File: src/rtl/string_pkg.sv
// Shared constants and state encoding for the string assembler and for any
// consumer that decodes the packed string (e.g. length_finder).
package string_pkg;

    localparam int unsigned STR_BYTES = 8;
    localparam int unsigned LEN_W     = 4;
    localparam int unsigned STR_W     = STR_BYTES * 8;

    localparam logic [7:0] NUL = 8'h00;

    typedef enum logic {
        FILL = 1'b0,
        DONE = 1'b1
    } state_e;

endpackage

File: src/rtl/string_assembler.sv
// string_assembler: collects NUL-terminated byte strings (max STR_BYTES
// characters) into a packed word and presents it with a valid/ready handshake.
// Optional feature: define STRING_ASSEMBLER_ABORT_EN to add the abort input.
// Ports:
//   clk, reset    clock, asynchronous active-high reset
//   abort         (STRING_ASSEMBLER_ABORT_EN only) drop the partial string
//   in_byte       incoming character, NUL terminates
//   in_valid      in_byte valid
//   in_ready      block accepts a byte (high while collecting)
//   string_data   packed string, character 0 in bits [7:0]
//   length        number of non-NUL characters, 0..STR_BYTES
//   out_valid     string_data/length hold a completed string
//   out_ready     consumer takes the completed string
module string_assembler
    import string_pkg::*;
(
    input  logic             clk,
    input  logic             reset,
`ifdef STRING_ASSEMBLER_ABORT_EN
    input  logic             abort,
`endif
    input  logic [7:0]       in_byte,
    input  logic             in_valid,
    output logic             in_ready,
    output logic [STR_W-1:0] string_data,
    output logic [LEN_W-1:0] length,
    output logic             out_valid,
    input  logic             out_ready
);

    state_e           state_q, state_d;
    logic [LEN_W-1:0] count_q, count_d;
    logic [STR_W-1:0] string_q, string_d;
    logic [LEN_W-1:0] length_q, length_d;
    logic             in_ready_q, in_ready_d;
    logic             out_valid_q, out_valid_d;
    logic             abort_c;

`ifdef STRING_ASSEMBLER_ABORT_EN
    assign abort_c = abort;
`else
    assign abort_c = 1'b0;
`endif

    // Next-state: lane write decode, count, length capture and handoff.
    always_comb begin
        state_d     = state_q;
        count_d     = count_q;
        string_d    = string_q;
        length_d    = length_q;
        in_ready_d  = in_ready_q;
        out_valid_d = out_valid_q;

        case (state_q)
            FILL: begin
                if (abort_c) begin
                    count_d  = '0;
                    string_d = '0;
                end else if (in_valid && in_ready_q) begin
                    if (in_byte == NUL) begin
                        length_d = count_q;
                        state_d  = DONE;
                    end else begin
                        for (int unsigned i = 0; i < STR_BYTES; i++) begin
                            if (count_q == LEN_W'(i)) begin
                                string_d[i*8 +: 8] = in_byte;
                            end
                        end
                        count_d = count_q + LEN_W'(1);
                        // A full string terminates itself without a NUL.
                        if (count_q == LEN_W'(STR_BYTES - 1)) begin
                            length_d = LEN_W'(STR_BYTES);
                            state_d  = DONE;
                        end
                    end
                end
            end
            DONE: begin
                // Lanes above length are already zero because the word is
                // cleared on every handoff and abort.
                if (out_ready) begin
                    string_d = '0;
                    count_d  = '0;
                    length_d = '0;
                    state_d  = FILL;
                end
            end
            default: begin
                state_d = FILL;
            end
        endcase

        in_ready_d  = (state_d == FILL);
        out_valid_d = (state_d == DONE);
    end

    // State and output registers.
    always_ff @(posedge clk or posedge reset) begin
        if (reset) begin
            state_q     <= FILL;
            count_q     <= '0;
            string_q    <= '0;
            length_q    <= '0;
            in_ready_q  <= 1'b1;
            out_valid_q <= 1'b0;
        end else begin
            state_q     <= state_d;
            count_q     <= count_d;
            string_q    <= string_d;
            length_q    <= length_d;
            in_ready_q  <= in_ready_d;
            out_valid_q <= out_valid_d;
        end
    end

    assign in_ready    = in_ready_q;
    assign string_data = string_q;
    assign length      = length_q;
    assign out_valid   = out_valid_q;

endmodule

File: config.mk
export PLATFORM = sky130hd
export DESIGN_NAME = string_assembler
export DESIGN_NICKNAME = d
export VERILOG_FILES = /design/src/rtl/string_pkg.sv /design/src/rtl/string_assembler.sv
export SDC_FILE = /design/constraint.sdc
export NUM_CORES = 1
export LEC_CHECK = 0
export CORE_MARGIN = 3
export CORE_UTILIZATION = 40
export DETAILED_ROUTE_END_ITERATION = 6
export HOLD_SLACK_MARGIN = 0.03
export PLACE_DENSITY = 0.67
export SLEW_MARGIN = 0
export SYNTH_ARGS = -nofsm -noshare
export SYNTH_HDL_FRONTEND = slang
export SYNTH_SLANG_ARGS = --single-unit
File: constraint.sdc
create_clock -name clk -period 2.7 [get_ports clk]
set_input_delay 0.405 -clock clk [delete_from_list [all_inputs] [get_ports clk]]
set_output_delay 0.405 -clock clk [all_outputs]
set_load 0.02 [all_outputs]
## Word level (Yosys, flattened, before mapping)

Cells that the tools add are included.

| operators by class | value |
|---|---|
| add/sub/neg operators | 1 |
| eq/ne operators | 19 |
| multiplexer cells | 25 |
| bitwise logic cells | 2 |
| reductions and logical operators | 13 |

Operator list:

| operator | number |
|---|---|
| 2-to-1 mux 64 bit | 3 |
| one-hot mux 64 bit (2 select lines) | 1 |
| 2-to-1 mux 8 bit | 8 |
| AND reduction 4 bit | 8 |
| 2-to-1 mux 4 bit | 6 |
| != test 2 bit, second input constant | 11 |
| == test 4 x 3 -> 1 bit, second input constant | 4 |
| one-hot mux 4 bit (2 select lines) | 2 |
| == test 4 x 2 -> 1 bit, second input constant | 2 |
| logical NOT 8 bit | 1 |
| AND reduction 3 bit | 2 |
| adder 4 x 1 -> 4 bit, second input constant | 1 |
| == test 4 x 1 -> 1 bit, second input constant | 1 |
| logical NOT 4 bit | 1 |
| 2-to-1 mux 1 bit | 4 |
| != test 3 bit, second input constant | 1 |
| inverter 1 bit | 2 |
| one-hot mux 1 bit (2 select lines) | 1 |
| logical AND 1 bit | 1 |

| storage, ports and cells | value |
|---|---|
| register bits after elaboration | 74 |
| input bits | 12 |
| output and inout bits | 70 |
| word-level logic and storage cells | 72 |

## Logic depth before layout (Yosys ltp)

| logic depth | value |
|---|---|
| depth after elaboration | 6 |
| mapped depth | 6 |

## Least setup slack after synthesis

Ideal clock, no wire load.

| timing | value |
|---|---|
| path kind | input -> register |
| start point | in in_byte[5] |
| end point | reg string_q[33] (netlist: string_data[33]) |
| setup time | 0.080 ns |
| arrival | 1.856 ns |
| path slack | 0.764 ns |
| cell stages on the path | 6 |
| path buffers | 2 |
| cells stage by stage | or4_4 buf_6 o32a_1 buf_6 nand3_4 mux2i_1 |

| between the ends | value |
|---|---|
| word-level cells in the longest chain between the ends | 3 |

Ends and longest elaborated chain:

| what | line | RTL |
|---|---|---|
| start: declaration | string_assembler.sv:22 | `input logic [7:0] in_byte,` |
| logical NOT 8 bit | string_assembler.sv:60 | `if (in_byte == NUL) begin` |
| != test 2 bit (no line) | - |  |
| AND reduction 4 bit (no line) | - |  |
| end signal: assignment | string_assembler.sv:109 | `string_q <= string_d;` |
| end: declaration | string_assembler.sv:33 | `logic [STR_W-1:0] string_q, string_d;` |

No other way between the ends.
A chain may end at the register's enable or synchronous reset.

## Final worst setup path

| timing | value |
|---|---|
| start point | in in_byte[5] |
| end point | reg string_q[52] (netlist: string_data[52]) |

Same word-level chain as after synthesis.

==> results.tsv <==
stage	metric	value	unit
sta	slew_headroom	44.23	%
critical_path	cp.required	2.97	ns
cts	cts_buffers	9	
floorplan	dieArea	0.009244	mm^2
critical_path	start_kind	input port	
place	portBuffers	81	
detailed_routing	vias	2430	
detailed_routing	antenna_left	0	
cts	cts_resized	0	
floorplan	coreArea	0.007807	mm^2
cts	h-tree-depth	3	
sta	tightestPinTransition	0.8321	ns
sta	finalHoldViolations	0	
sta	max_freq	453.1	MHz
detailed_routing	drt-vias-per-instance	5.192	
detailed_routing	routedWlPerCell	17.70	um
global_route	grtUsageTotal	19.14	%
detailed_routing	routed_wl	8.285	mm
cts	clk_pin_slew	0.08	ns
critical_path	crit_chain	clkdlybuf4s50_1, or4_4, o32a_1, nand3_4, mux2i_1	
global_route	grt_max_degree	75	
global_route	grt_pass1_wl	12.92	mm
sta	setup_violations	0	
cts	ctsHoldBuffers	0	
detailed_routing	first_pass_iters	4	
power	swShare	38.70	%
critical_path	ff2ff_setup_slack	0.55	ns
synth	syn-num-nets	292	
synth	synth_warnings	0	
cells_and_area	fillers	691	
cells_and_area	drive_gt1_share	10.93	%
sta	drv_slew	0	
cts	cts_setup_buffers	0	
floorplan	std_cell_rows	32	
floorplan	ioPinCount	82	
synth	syn_avg_cell_area	11.78	um^2
critical_path	cp_max_fo	8	
critical_path	slowest_delay	0.61	ns
floorplan	initial_core_util	41.63	%
critical_path	crit_family	simple AND/OR/NAND/NOR gates	
power	combinationalPowerShare	46.6	%
cts	cts_tree	yes	
place	hpwl	5.632	mm
critical_path	crit_arrival	2.47	ns
floorplan	die_h	96.15	um
floorplan	die_w	96.15	um
synth	syn_inst	276	
sta	period_minus_slack	2.207	ns
power	p_leak	2.097	nW
cells_and_area	multi_input_area	0.001311	mm^2
cells_and_area	final_util	56.52	%
cells_and_area	area_growth	35.76	%
power	intPower	3.292	mW
detailed_routing	drtIter0Drc	135	
synth	synth_area	0.003251	mm^2
global_route	gr-total-overflow	0	
global_route	grt_pass1_vias	2383	
power	power_density	1217	mW/mm^2
sta	totalNegativeSetupSlack	0	ns
global_route	antenna_found_initial	0	
place	gp_congestion	0.8058	
sta	rsz0062_at_grt	no	
detailed_routing	drc_errors	0	
sta	clock-skew-final	0.01001	ns
cells_and_area	ff_latch_area	0.001853	mm^2
status	status	completed	
cts	clock_latency	0.35	ns
critical_path	slowest_stage	or4_4	
cts	clock_path_buffers	2	
sta	finalCritPeriodShare	81.74	%
power	switchingPower	2.078	mW
worst_hold_path	min_path_type	input port to asynchronous set/reset pin	
job	drv_cap	0	
power	clkPwrFrac	18.1	%
power	sequentialPowerShare	35.3	%
cells_and_area	fin_nets	377	
critical_path	end_kind	flop	
synth	ys_ff_latch	74	
power	irDropWorstVdd	0.5499	mV
synth	yosysUniqueCellTypes	36	
synth	yosysSeqAreaShare	57.01	%
cts	cts_root_buf	clkbuf_8	
cells_and_area	n_antenna_cell	0	
critical_path	critical_path_class	input port to flop	
critical_path	cp_num_buf_inv	1	
cts	cts_sinks	74	
cell families after synthesis:
logic type	after synthesis	synth area share [%]
flip-flops	74	57.01
adder cells (fa/ha/maj)	4	1.540
AO/OA/AOI/OAI	32	8.122
multiplexers	49	15.09
AND/OR/NAND/NOR	98	15.51
buffers and inverters	19	2.733
path summary, 6_finish.rpt:
check / startpoint / to / depth (start not counted)
max reg2reg: out_valid$_DFF_PP0_ / string_data[10]$_DFFE_PP0P_ / 4
min: reset / string_data[19]$_DFFE_PP0P_ / 3
min reg2reg: string_data[18]$_DFFE_PP0P_ / string_data[18]$_DFFE_PP0P_ / 1
max: in_byte[5] / string_data[52]$_DFFE_PP0P_ / 5
max in group asynchronous: reset / string_data[63]$_DFFE_PP0P_ / 3
min in group clk: string_data[18]$_DFFE_PP0P_ / string_data[18]$_DFFE_PP0P_ / 1
state kept, by name, summed over array words and instances, names as in the netlist:
register,cells
in_ready,1
string_data,64
count_q,4
length,4
out_valid,1
worst register-to-register path: stages, from the launching register on:
cell and delay [ns]:
dfrtp_1 0.56, and2_1 0.37, nor2_1 0.17, nor3_2 0.69
mux2i_1 0.28
Yosys cell counts:
cell	count	area, um^2
a21o_1	1	7.510
o2111ai_2	1	15.01
dfstp_2	1	26.28
a41oi_4	1	27.53
clkbuf_1	9	33.78
ha_1	4	50.05
o21a_1	1	7.510
and3b_2	1	10.01
a32o_1	8	80.08
inv_1	5	18.77
buf_1	1	3.750
and2_1	1	6.260
a31o_1	2	17.52
nand2_1	66	247.7
o21ai_0	10	50.05
nor4_2	1	12.51
nor3_1	1	5.000
nor3_2	3	30.03
or3_1	1	6.260
nor2_1	2	7.510
o211ai_1	1	7.510
or4_1	2	15.01
nor4_1	2	12.51
a21oi_1	2	10.01
buf_6	2	22.52
o21ai_1	3	15.01
nand3_1	11	55.05
mux2i_1	49	490.5
nor2b_1	1	6.260
o32a_1	1	10.01
dfrtp_1	73	1827
or4_4	1	11.26
or2_4	1	8.760
o32ai_2	1	16.27
buf_2	2	10.01
nand3_4	4	70.07
metal layers:
| metal | up-vias | part of all wire (%) | GRT usage [%] |
|---|---|---|---|
| li1 | 1147 | - | - |
| met1 | 1192 | 46 | 26.48 |
| met2 | 83 | 45 | 28.69 |
| met3 | 8 | 7.6 | 4.691 |
| met4 | 0 | 1.5 | 7.820 |
| met5 | - | 0 | 0 |
power groups by stage:
stage	combinational [mW]	clock, mW	sequential (mW)
final	2.50	0.971	1.90
after global routing	2.72	1.04	1.96
after CTS	2.53	0.992	1.90
after detailed placement	2.52	0	1.92
after global placement	2.48	0	1.92
after floorplan	0.842	0	2.40
cell usage in the layout, fill, tap and decap left out, drive strengths merged, types with 2 or more instances in the layout:
master and n:
clkinvlp 2, nor3 4, buf 7, bufinv 2, o21ai 13, nand2 66
dfrtp 73, clkdlybuf4s50 81, nor4 3, ha 4, inv 6, a32o 8
nand3 15, nor2 2, mux2i 49, clkbuf 10, a31o 2, or4 3
a21oi 2
area by class of cell:
type                       count  area share (%)
sequential                    74           41.99
multi-input combinational    183           29.71
timing repair buffer          88           19.85
clock buffer                  10           3.119
tap                          102           2.892
clock inverter                 6           2.013
inverter                       5          0.4253
per-stage QoR:
step / hold slack, ns / std cells / power (mW) / setup slack, ns / area [um^2]
after floorplan: 0.5014 / 276 / 3.245 / 0.4150 / 3251
after global placement: 0.4852 / 452 / 4.393 / 0.1812 / 4187
after detailed placement: 0.4842 / 452 / 4.438 / 0.1470 / 4187
after CTS: 0.4724 / 468 / 5.427 / 0.5041 / 4413
after global routing: 0.4915 / 468 / 5.714 / 0.3853 / 4413
final: 0.4518 / 468 / 5.370 / 0.4929 / 4413
(Power assumes the default switching activity.)
